`config.mk`:
```
export PLATFORM = sky130hd
export DESIGN_NAME = toy_fetch_rob
export DESIGN_NICKNAME = d
export VERILOG_FILES = /design/src/rtl/toy_fetch_rob_pkg.sv /design/src/rtl/toy_fetch_rob_entry.sv /design/src/rtl/toy_fetch_rob.sv
export SDC_FILE = /design/constraint.sdc
export NUM_CORES = 2
export LEC_CHECK = 0
export CAP_MARGIN = 5
export CORE_MARGIN = 10
export CORE_UTILIZATION = 45
export DETAILED_ROUTE_END_ITERATION = 10
export SLEW_MARGIN = 20
export SYNTH_ARGS = -nofsm -noshare
export SYNTH_HDL_FRONTEND = slang
export SYNTH_SLANG_ARGS = --single-unit
```
`constraint.sdc`:
```
create_clock -name clk -period 2.7 [get_ports clk]
set_input_delay 0.54 -clock clk [delete_from_list [all_inputs] [get_ports clk]]
set_output_delay 0.54 -clock clk [all_outputs]
set_load 0.01 [all_outputs]
```
`src/rtl/toy_fetch_rob_pkg.sv`:
```
// Shared types and defaults for the fetch return buffer (package toy_pack).
// Entry lifecycle: FREE -> WAIT -> DONE -> FREE, with KILL holding flushed entries until their return lands.
package toy_pack;

   typedef enum logic [1:0] {
      ST_FREE = 2'd0,
      ST_WAIT = 2'd1,
      ST_DONE = 2'd2,
      ST_KILL = 2'd3
   } entry_state_e;

   localparam int DEFAULT_DEPTH      = 8;
   localparam int DEFAULT_DATA_WIDTH = 128;

endpackage

```
`src/rtl/toy_fetch_rob_entry.sv`:
```
// One return-buffer slot: lifecycle state, invalid bit and payload, plus the
// channel-select mux that picks whichever cache return targets this slot.
module toy_fetch_rob_entry
   import toy_pack::*;
#(
   parameter int DATA_WIDTH = DEFAULT_DATA_WIDTH,
   parameter int ACK_PORTS  = 2,
   parameter int ID_W       = 3,
   parameter int ENTRY_ID   = 0
) (
   input  logic                            clk,
   input  logic                            rst_n,
   input  logic                            alloc_i,
   input  logic                            alloc_inv_i,
   input  logic                            bp2_inv_i,
   input  logic                            retire_i,
   input  logic                            flush_i,
   input  logic [ACK_PORTS-1:0]            ack_vld_i,
   input  logic [ACK_PORTS*ID_W-1:0]       ack_id_i,
   input  logic [ACK_PORTS*DATA_WIDTH-1:0] ack_pld_i,
   output entry_state_e                    state_o,
   output logic                            invalid_o,
   output logic [DATA_WIDTH-1:0]           pld_o,
   output logic                            ack_hit_o,
   output logic [DATA_WIDTH-1:0]           ack_pld_o
);

   localparam logic [ID_W-1:0] MY_ID = ID_W'(ENTRY_ID);

   entry_state_e          state_q, state_d;
   logic                  invalid_q, invalid_d;
   logic [DATA_WIDTH-1:0] pld_q, pld_d;
   logic [ACK_PORTS-1:0]  ackMatch;
   logic [DATA_WIDTH-1:0] ackPldSel;

   always_comb begin
      ackMatch  = '0;
      ackPldSel = '0;
      for (int c = 0; c < ACK_PORTS; c++) begin
         ackMatch[c] = ack_vld_i[c] && (ack_id_i[c*ID_W +: ID_W] == MY_ID);
         if (ackMatch[c]) ackPldSel = ack_pld_i[c*DATA_WIDTH +: DATA_WIDTH];
      end
   end

   assign ack_hit_o = |ackMatch;
   assign ack_pld_o = ackPldSel;

   // A return landing in the flush cycle frees the slot outright instead of parking it in KILL.
   always_comb begin
      state_d   = state_q;
      invalid_d = invalid_q;
      pld_d     = pld_q;
      if (ack_hit_o) pld_d = ackPldSel;
      case (state_q)
         ST_FREE: if (alloc_i) state_d = ST_WAIT;
         ST_WAIT: begin
            if (flush_i)        state_d = ack_hit_o ? ST_FREE : ST_KILL;
            else if (ack_hit_o) state_d = retire_i ? ST_FREE : ST_DONE;
         end
         ST_DONE: if (flush_i || retire_i) state_d = ST_FREE;
         ST_KILL: if (ack_hit_o) state_d = ST_FREE;
         default: state_d = ST_FREE;
      endcase
      if (flush_i)        invalid_d = 1'b0;
      else if (alloc_i)   invalid_d = alloc_inv_i;
      else if (bp2_inv_i) invalid_d = 1'b1;
   end

   always_ff @(posedge clk or negedge rst_n) begin
      if (!rst_n) begin
         state_q   <= ST_FREE;
         invalid_q <= 1'b0;
         pld_q     <= '0;
      end else begin
         state_q   <= state_d;
         invalid_q <= invalid_d;
         pld_q     <= pld_d;
      end
   end

   assign state_o   = state_q;
   assign invalid_o = invalid_q;
   assign pld_o     = pld_q;

   assert property (@(posedge clk) disable iff (!rst_n) $countones(ackMatch) <= 1);
   assert property (@(posedge clk) disable iff (!rst_n)
                    ack_hit_o |-> (state_q == ST_WAIT || state_q == ST_KILL));

endmodule

```
`src/rtl/toy_fetch_rob.sv`:
```
// In-order fetch return buffer: entries preallocated in program order, filled out of order by
// cache returns, drained in order. Define TOY_FETCH_ROB_ACK_BYPASS_EN for same-cycle head bypass.
module toy_fetch_rob
   import toy_pack::*;
#(
   parameter  int DEPTH      = DEFAULT_DEPTH,
   parameter  int DATA_WIDTH = DEFAULT_DATA_WIDTH,
   parameter  int ACK_PORTS  = 2,
   localparam int ID_W       = $clog2(DEPTH)
) (
   input  logic                            clk,
   input  logic                            rst_n,
   input  logic                            alloc_req_i,
   output logic                            alloc_rdy_o,
   output logic [ID_W-1:0]                 alloc_id_o,
   input  logic [ACK_PORTS-1:0]            ack_vld_i,
   input  logic [ACK_PORTS*ID_W-1:0]       ack_id_i,
   input  logic [ACK_PORTS*DATA_WIDTH-1:0] ack_pld_i,
   output logic                            out_vld_o,
   input  logic                            out_rdy_i,
   output logic [DATA_WIDTH-1:0]           out_pld_o,
   input  logic                            bp2_vld_i,
   input  logic                            bp2_flush_i,
   input  logic                            flush_i,
   output logic                            flush_done_o,
   output logic [ID_W:0]                   occupancy_o
);

`ifdef TOY_FETCH_ROB_ACK_BYPASS_EN
   localparam bit BYPASS_EN = 1'b1;
`else
   localparam bit BYPASS_EN = 1'b0;
`endif

   logic [ID_W:0]         wr_q, wr_d, rd_q, rd_d;
   logic [ID_W-1:0]       wrIdx, rdIdx, bp2Idx;
   entry_state_e          entryState [DEPTH];
   logic [DATA_WIDTH-1:0] entryPld [DEPTH];
   logic [DATA_WIDTH-1:0] entryAckPld [DEPTH];
   logic [DEPTH-1:0]      entryInv, entryHit, entryKill;
   logic                  full, empty, alloc, bp2Inv;
   logic                  headDone, headDrop, headBypass, retire;

   assign wrIdx  = wr_q[ID_W-1:0];
   assign rdIdx  = rd_q[ID_W-1:0];
   assign bp2Idx = wrIdx - ID_W'(1);
   assign full   = (wrIdx == rdIdx) && (wr_q[ID_W] != rd_q[ID_W]);
   assign empty  = (wr_q == rd_q);

   // A slot still in KILL owes us a cache return, so allocation waits for it to drain.
   assign alloc_rdy_o = ~full & ~flush_i & (entryState[wrIdx] != ST_KILL);
   assign alloc       = alloc_req_i & alloc_rdy_o;
   assign alloc_id_o  = wrIdx;
   assign bp2Inv      = bp2_vld_i & bp2_flush_i & ~empty;

   assign headDone   = (entryState[rdIdx] == ST_DONE);
   assign headDrop   = headDone & entryInv[rdIdx];
   assign headBypass = BYPASS_EN & (entryState[rdIdx] == ST_WAIT) & ~entryInv[rdIdx] & entryHit[rdIdx];
   assign out_vld_o  = (headDone & ~entryInv[rdIdx]) | headBypass;
   assign out_pld_o  = headBypass ? entryAckPld[rdIdx] : entryPld[rdIdx];
   assign retire     = ~flush_i & (headDrop | (out_vld_o & out_rdy_i));

   assign wr_d = wr_q + {{ID_W{1'b0}}, alloc};
   assign rd_d = flush_i ? wr_q : rd_q + {{ID_W{1'b0}}, retire};

   always_ff @(posedge clk or negedge rst_n) begin
      if (!rst_n) begin
         wr_q <= '0;
         rd_q <= '0;
      end else begin
         wr_q <= wr_d;
         rd_q <= rd_d;
      end
   end

   assign occupancy_o  = wr_q - rd_q;
   assign flush_done_o = ~|entryKill;

   for (genvar i = 0; i < DEPTH; i++) begin : gEntry
      toy_fetch_rob_entry #(
         .DATA_WIDTH (DATA_WIDTH),
         .ACK_PORTS  (ACK_PORTS),
         .ID_W       (ID_W),
         .ENTRY_ID   (i)
      ) uEntry (
         .clk         (clk),
         .rst_n       (rst_n),
         .alloc_i     (alloc && (wrIdx == ID_W'(i))),
         .alloc_inv_i (bp2Inv),
         .bp2_inv_i   (bp2Inv && (bp2Idx == ID_W'(i))),
         .retire_i    (retire && (rdIdx == ID_W'(i))),
         .flush_i     (flush_i),
         .ack_vld_i   (ack_vld_i),
         .ack_id_i    (ack_id_i),
         .ack_pld_i   (ack_pld_i),
         .state_o     (entryState[i]),
         .invalid_o   (entryInv[i]),
         .pld_o       (entryPld[i]),
         .ack_hit_o   (entryHit[i]),
         .ack_pld_o   (entryAckPld[i])
      );
      assign entryKill[i] = (entryState[i] == ST_KILL);
   end

endmodule
```
**After elaboration in Yosys (flattened, before gate mapping)**

Cells that the tools add are included.
Widths: inputs -> output; s select.

- Add/subtract/negate cells: 4
- Magnitude comparators: 3
- Equal/unequal tests: 96
- Multiplexer cells: 116
- Bitwise gates (word level): 16
- Reduce and logical (&&, ||, !) cells: 88

Operators by type and width:

| cell | count |
|---|---|
| $mux 128 | 18 |
| $bmux 128 s3 | 1 |
| $mux 2 | 60 |
| $pmux 2 s4 | 8 |
| $eq 3x3->1 const B | 20 |
| $ne 2x1->1 const B | 24 |
| $logic_and 1x1->1 | 41 |
| $eq 2x2->1 const B | 17 |
| $reduce_and 4->1 | 8 |
| $eq 3x2->1 const B | 10 |
| $mux 1 | 25 |
| $ne 3x2->1 const B | 8 |
| $reduce_bool 3->1 | 8 |
| $eq 2x1->1 const B | 8 |
| $logic_not 2->1 | 8 |
| $reduce_or 2->1 | 8 |
| $eq 3x1->1 const B | 5 |
| $logic_not 3->1 | 5 |
| $bmux 2 s3 | 2 |
| $and 1x1->1 | 9 |
| $add 4x1->4 | 2 |
| $ge 4x4->1 const B | 2 |
| $logic_or 1x1->1 | 8 |
| $not 3->4 | 2 |
| other kinds (13) | 16 |

- Register bits: 1056
- Input port bits: 271
- Output and inout port bits: 138
- Word-level logic and storage cells: 349

**Longest topological paths before layout**

- Word-level depth: 14
- Depth in mapped cells: 10
- Mapped depth without buffers: 9

**Modules after synthesis**

Synthesis repeated with hierarchy kept, for this count alone.

- Cells, all modules: 8867
- Area total of the unflattened synthesis: 67519.8 µm²

Modules (own cells, without submodules):

| module | times used | cells an instance | area each (µm²) | sequential area each (µm²) |
|---|---|---|---|---|
| toy_fetch_rob_entry at gEntry[1].uEntry ... | 3 | 1002 | 7440.9 | 3278.1 |
| toy_fetch_rob_entry at gEntry[3].uEntry ... | 3 | 1001 | 7362.1 | 3278.1 |
| toy_fetch_rob | 1 | 858 | 8679.6 | 200.2 |
| toy_fetch_rob_entry at gEntry[7].uEntry | 1 | 998 | 7249.5 | 3278.1 |
| toy_fetch_rob_entry at gEntry[0].uEntry | 1 | 1002 | 7181.9 | 3278.1 |

**Worst setup path after synthesis**

No wires, ideal clock.

- Kind: reg-to-reg
- From: register rd_q[2]
- To: register gEntry[7].uEntry.invalid_q
- Library setup time: 0.137 ns
- Data arrival time: 2.158 ns
- Required time: 2.563 ns
- Slack: 0.405 ns
- Cell stages (with the launch flop): 10
- Buffers on the path: 2
- Period minus slack after synthesis: 2.295 ns
- Cell sequence: dfrtp_1 -> clkbuf_1 -> inv_2 -> clkbuf_1 -> ha_1 -> nand3_1 -> o211ai_2 -> or4b_4 -> a22oi_2 -> o22ai_1

- Word-level cells in the longest chain between the ends: 9
- Elaborated cells on any way between the ends: 14
- Classes of those cells: eq/ne: 2; mux: 2; bitwise: 6; reduce/logical: 4

Ends and longest elaborated chain:

| element | line | source |
|---|---|---|
| start, declared | toy_fetch_rob.sv:35 | `logic [ID_W:0] wr_q, wr_d, rd_q, rd_d;` |
| start signal, assigned | toy_fetch_rob.sv:72 | `rd_q <= rd_d;` |
| $eq 3x3->1 | toy_fetch_rob.sv:47 | `assign full = (wrIdx == rdIdx) && (wr_q[ID_W] != rd_q[ID_W]);` |
| $logic_and 1x1->1 | toy_fetch_rob.sv:47 |  |
| $not 1->1 | toy_fetch_rob.sv:51 | `assign alloc_rdy_o = ~full & ~flush_i & (entryState[wrIdx] != ST_KILL);` |
| $and 1x1->1 (2 in a row) | toy_fetch_rob.sv:51 |  |
| $and 1x1->1 | toy_fetch_rob.sv:52 | `assign alloc = alloc_req_i & alloc_rdy_o;` |
| $logic_and 1x1->1 | toy_fetch_rob.sv:88 | `.alloc_i (alloc && (wrIdx == ID_W'(i))),` |
| $mux 1 | toy_fetch_rob_entry.sv:65 | `else if (alloc_i) invalid_d = alloc_inv_i;` |
| $mux 1 | toy_fetch_rob_entry.sv:64 | `if (flush_i) invalid_d = 1'b0;` |
| end signal, assigned | toy_fetch_rob_entry.sv:76 | `invalid_q <= invalid_d;` |
| end, declared | toy_fetch_rob_entry.sv:31 | `logic invalid_q, invalid_d;` |

Several ways; a longest one is shown, not always the timed one.
A chain may end at the register's enable or synchronous reset.

**Worst setup path after layout**

- From: register rd_q[0]
- To: output port out_pld_o[107]

- Word-level cells in the longest chain between the ends: 4

Ends and longest elaborated chain:

| element | line | source |
|---|---|---|
| $not 3->4 (not written as such) | toy_fetch_rob.sv:60 | `assign out_pld_o = headBypass ? entryAckPld[rdIdx] : entryPld[rdIdx];` |
| $bmux 128 s3 | toy_fetch_rob.sv:60 |  |
| $mux 128 (not written as such) (2 in a row) | toy_fetch_rob.sv:60 |  |
| end, declared | toy_fetch_rob.sv:21 | `output logic [DATA_WIDTH-1:0] out_pld_o,` |

No other way between the ends. The select of a mux whose other input is x is not followed.

==> flow_summary.json <==
{
  "globalRoute.totalOverflow": 0,
  "critPathBufInv": 6,
  "worst_ep_required_time_ps": 2160,
  "ioPinCount": 409,
  "critPathTopFamily": "buffers and inverters",
  "htree_levels": 3,
  "worst_setup_path_start_kind": "flop",
  "fin_crit_sh": 1.20,
  "slew_headroom": 0.520,
  "syn_avg_cell_area_sq_um": 10.1,
  "max_cap_violations": 0,
  "synth-main-ff-cell": "dfrtp_1",
  "grt_pass1_wl_um": 283000,
  "timing.critical_path.slowest_stage_cell": "dfrtp_4",
  "status": "finished, violations left",
  "period_needed_ps": 3250,
  "avgRoutedWirePerCell_um": 24.6,
  "syn_inst": 5693,
  "floorplan.initialDensity": 0.453,
  "timing.setup.critical_path_class": "reg2out",
  "dpl_worst_slack_ps": -53.8,
  "crit_top_cell": "buf_6",
  "numPlacedInstances": 7342,
  "fp-row-count": 131,
  "root_buf_cell": "clkbuf_16",
  "grt_start_max_net_pins": 103,
  "synth.net_count": 5972,
  "largest_area_contributor_in_the_netlist": "dfrtp_1",
  "drt_first_iter_violations": 3805,
  "cts_tree": "done",
  "count_of_placed_standard_cells_in_the_final_layout_fillers_left_out": 7660,
  "port-buffer-count": 408,
  "design.core.area_sq_um": 127000,
  "numClockSinks": 1056,
  "route.vias.total": 43900,
  "crit_arrival_ps": 2710,
  "tritoncts_buffer_count": 118,
  "min_path_type": "in2async",
  "clkSlewWorstSetupHoldPaths_ps": 60,
  "first_global_vias": 44300,
  "place_hpwl_um": 116000,
  "timing.critical_path.slowest_cell_delay_ps": 520,
  "synth_warnings": 0,
  "synthArstFlopShare": 1.00,
  "clock_skew_ps": 13.4,
  "global_placement_routability_congestion": 0.854,
  "die_footprint_sq_um": 143000,
  "worstPathMaxFanout": 6,
  "die-width_um": 378,
  "grt_util_all_layers": 0.255,
  "ys_seq_area_frac": 0.458,
  "wl_um": 188000,
  "route.detailed.drc": 0,
  "synth_area_leaders": "dfrtp_1 46%, mux2i_1 18%, mux4_2 10%",
  "antenna_violations_before_repair": 16,
  "syn_to_final_growth_pct": 22.5,
  "worstSetupEndpointType": "output pin",
  "synthDominantCellAreaShare": 0.458,
  "p_leak_nw": 31.6,
  "synthDistinctLibCells": 67,
  "timing.final.max_slew_violations": 0,
  "setup_ws_ps": -553,
  "violated_checks": "setup timing",
  "number_of_enable_flip_flop_cells_after_synthesis": 0,
  "max-vdd-ir-drop_mv": 0.645,
  "clock_insertion_delay_worst_skew_ps": 760,
  "floorplan.die.height_um": 378,
  "crit_path_cell_trace": "buf_12 > buf_16 > buf_16 > buf_6 > buf_6 > mux4_2 > nand2_2 > nand2_2 > buf_6",
  "final_net_count": 6169,
  "fmax_mhz": 307,
  "timing.final.setup_violations": 133,
  "post_synth_instance_area_sq_um": 57600,
  "post_route_cells_drive_above_1_share": 0.189,
  "worstMarginPinSlew_ps": 720,
  "clockBufferDepth": 3,
  "detail-route-antenna-nets": 0,
  "yosys_register_bits": 1056,
  "first_pass_iters": 6,
  "powerDensity_nw_per_um2": 957,
  "setup_repair_after_global_routing_missed_its_margin": "true",
  "via_per_inst": 5.74,
  "finalHoldViolCount": 0
}
layout by cell type (no fill, tap or decap), drive strengths merged, types with 8 or more instances in the layout:
master / synthesis / layout
buf: 316 / 436
clkbuf: 389 / 215
a32o: 9 / 9
clkdlybuf4s50: 0 / 272
clkinv: 1 / 27
dfrtp: 1056 / 1056
mux2i: 1029 / 1029
o21ai: 521 / 521
diode: 0 / 9
nand3: 10 / 10
xnor2: 8 / 8
inv: 11 / 14
nor2: 540 / 540
dlymetal6s2s: 0 / 28
mux4: 258 / 258
nor3: 8 / 8
a21oi: 519 / 519
bufinv: 0 / 12
nand2: 928 / 928
stage by stage:
step	TNS, ps	utilization	hold slack [ps]	power [W]	cell area, sq um
CTS	-89160	0.542	319	0.0653	69100
global placement	-212	0.508	503	0.0473	64700
global route	-66550	0.554	367	0.0709	70600
floorplan	0	-	244	0.0361	57600
finish	-55370	0.554	345	0.0676	70600
detailed placement	-536	0.508	514	0.0477	64700
final timing paths:
path | depth (start not counted) | from | slack, ps | endpoint
max | 9 | rd_q[0] | -550 | out_pld_o[107]
min in group clk | 1 | gEntry[5].uEntry.state_o[1] | 520 | gEntry[5].uEntry.state_o[0]
min reg2reg | 1 | gEntry[5].uEntry.state_o[1] | 520 | gEntry[5].uEntry.state_o[0]
max in group asynchronous | 4 | rst_n | 1330 | gEntry[5].uEntry.pld_o[70]
max reg2reg | 11 | rd_q[0] | 50 | rd_q[1]
min | 2 | rst_n | 340 | gEntry[4].uEntry.pld_o[39]
final cells by class:
cell class | instances | area (sq um)
Fill cell | 11000 | 56800
Multi-Input combinational cell | 3920 | 28500
Sequential cell | 1056 | 26400
Timing Repair Buffer | 782 | 9430
Clock buffer | 172 | 3480
Tap cell | 1662 | 2080
Clock inverter | 47 | 573
Inverter | 12 | 60.1
Antenna cell | 9 | 22.5
kinds of logic after synthesis:
group,synth area share
fa+ha+maj,0.00187
mux,0.280
flops,0.458
simple gates,0.103
xor+xnor,0.00180
buf+inv,0.0573
compound gates,0.0972
metal layers:
metal,wire [um],vias up,part of all wire,track usage
li1,-,20200,-,-
met1,81900,22000,0.44,0.353
met2,89400,1476,0.48,0.411
met3,12400,261,0.066,0.0453
met4,4340,12,0.023,0.0691
met5,68,-,0.00036,0
power breakdown:
group          leakage (nW)  total, W  internal (W)  switching (W)
clock                  1.99    0.0170        0.0100        0.00700
sequential             12.5    0.0215        0.0194        0.00209
combinational          17.1    0.0290        0.0149         0.0141
total                  31.6    0.0676        0.0443         0.0232
registers in the layout, indices dropped and copies added, names as in the netlist:
name and count:
wr_q 4, gEntry.uEntry.pld_o 1024, gEntry.uEntry.invalid_o 8, gEntry.uEntry.state_o 16
rd_q 4
synthesized netlist by cell type, drive strengths merged, types with 4 or more instances:
cell type and count:
nand2 928, mux2i 1029, a32o 9, mux4 258, ha 7, dfrtp 1056, nor2 540, nor3 8
buf 316, nand4 5, mux2 4, o31ai 7, nand4b 6, a21oi 519, xnor2 8, a22oi 4
a31oi 5, inv 11, o21ai 521, clkbuf 389, nand3 10, nor4 5
timing repair:
item | CTS | global route
cloned | 3 | 16
hold endpoints to repair | 19 | 0
hold buffers | 1 | 0
endpoints found under the setup margin | 136 | 138
buffers inserted | 15 | 60
pin swaps | 4 | 73
resized for setup | 208 | 489
Note: power is estimated with default switching activity, not from simulation.
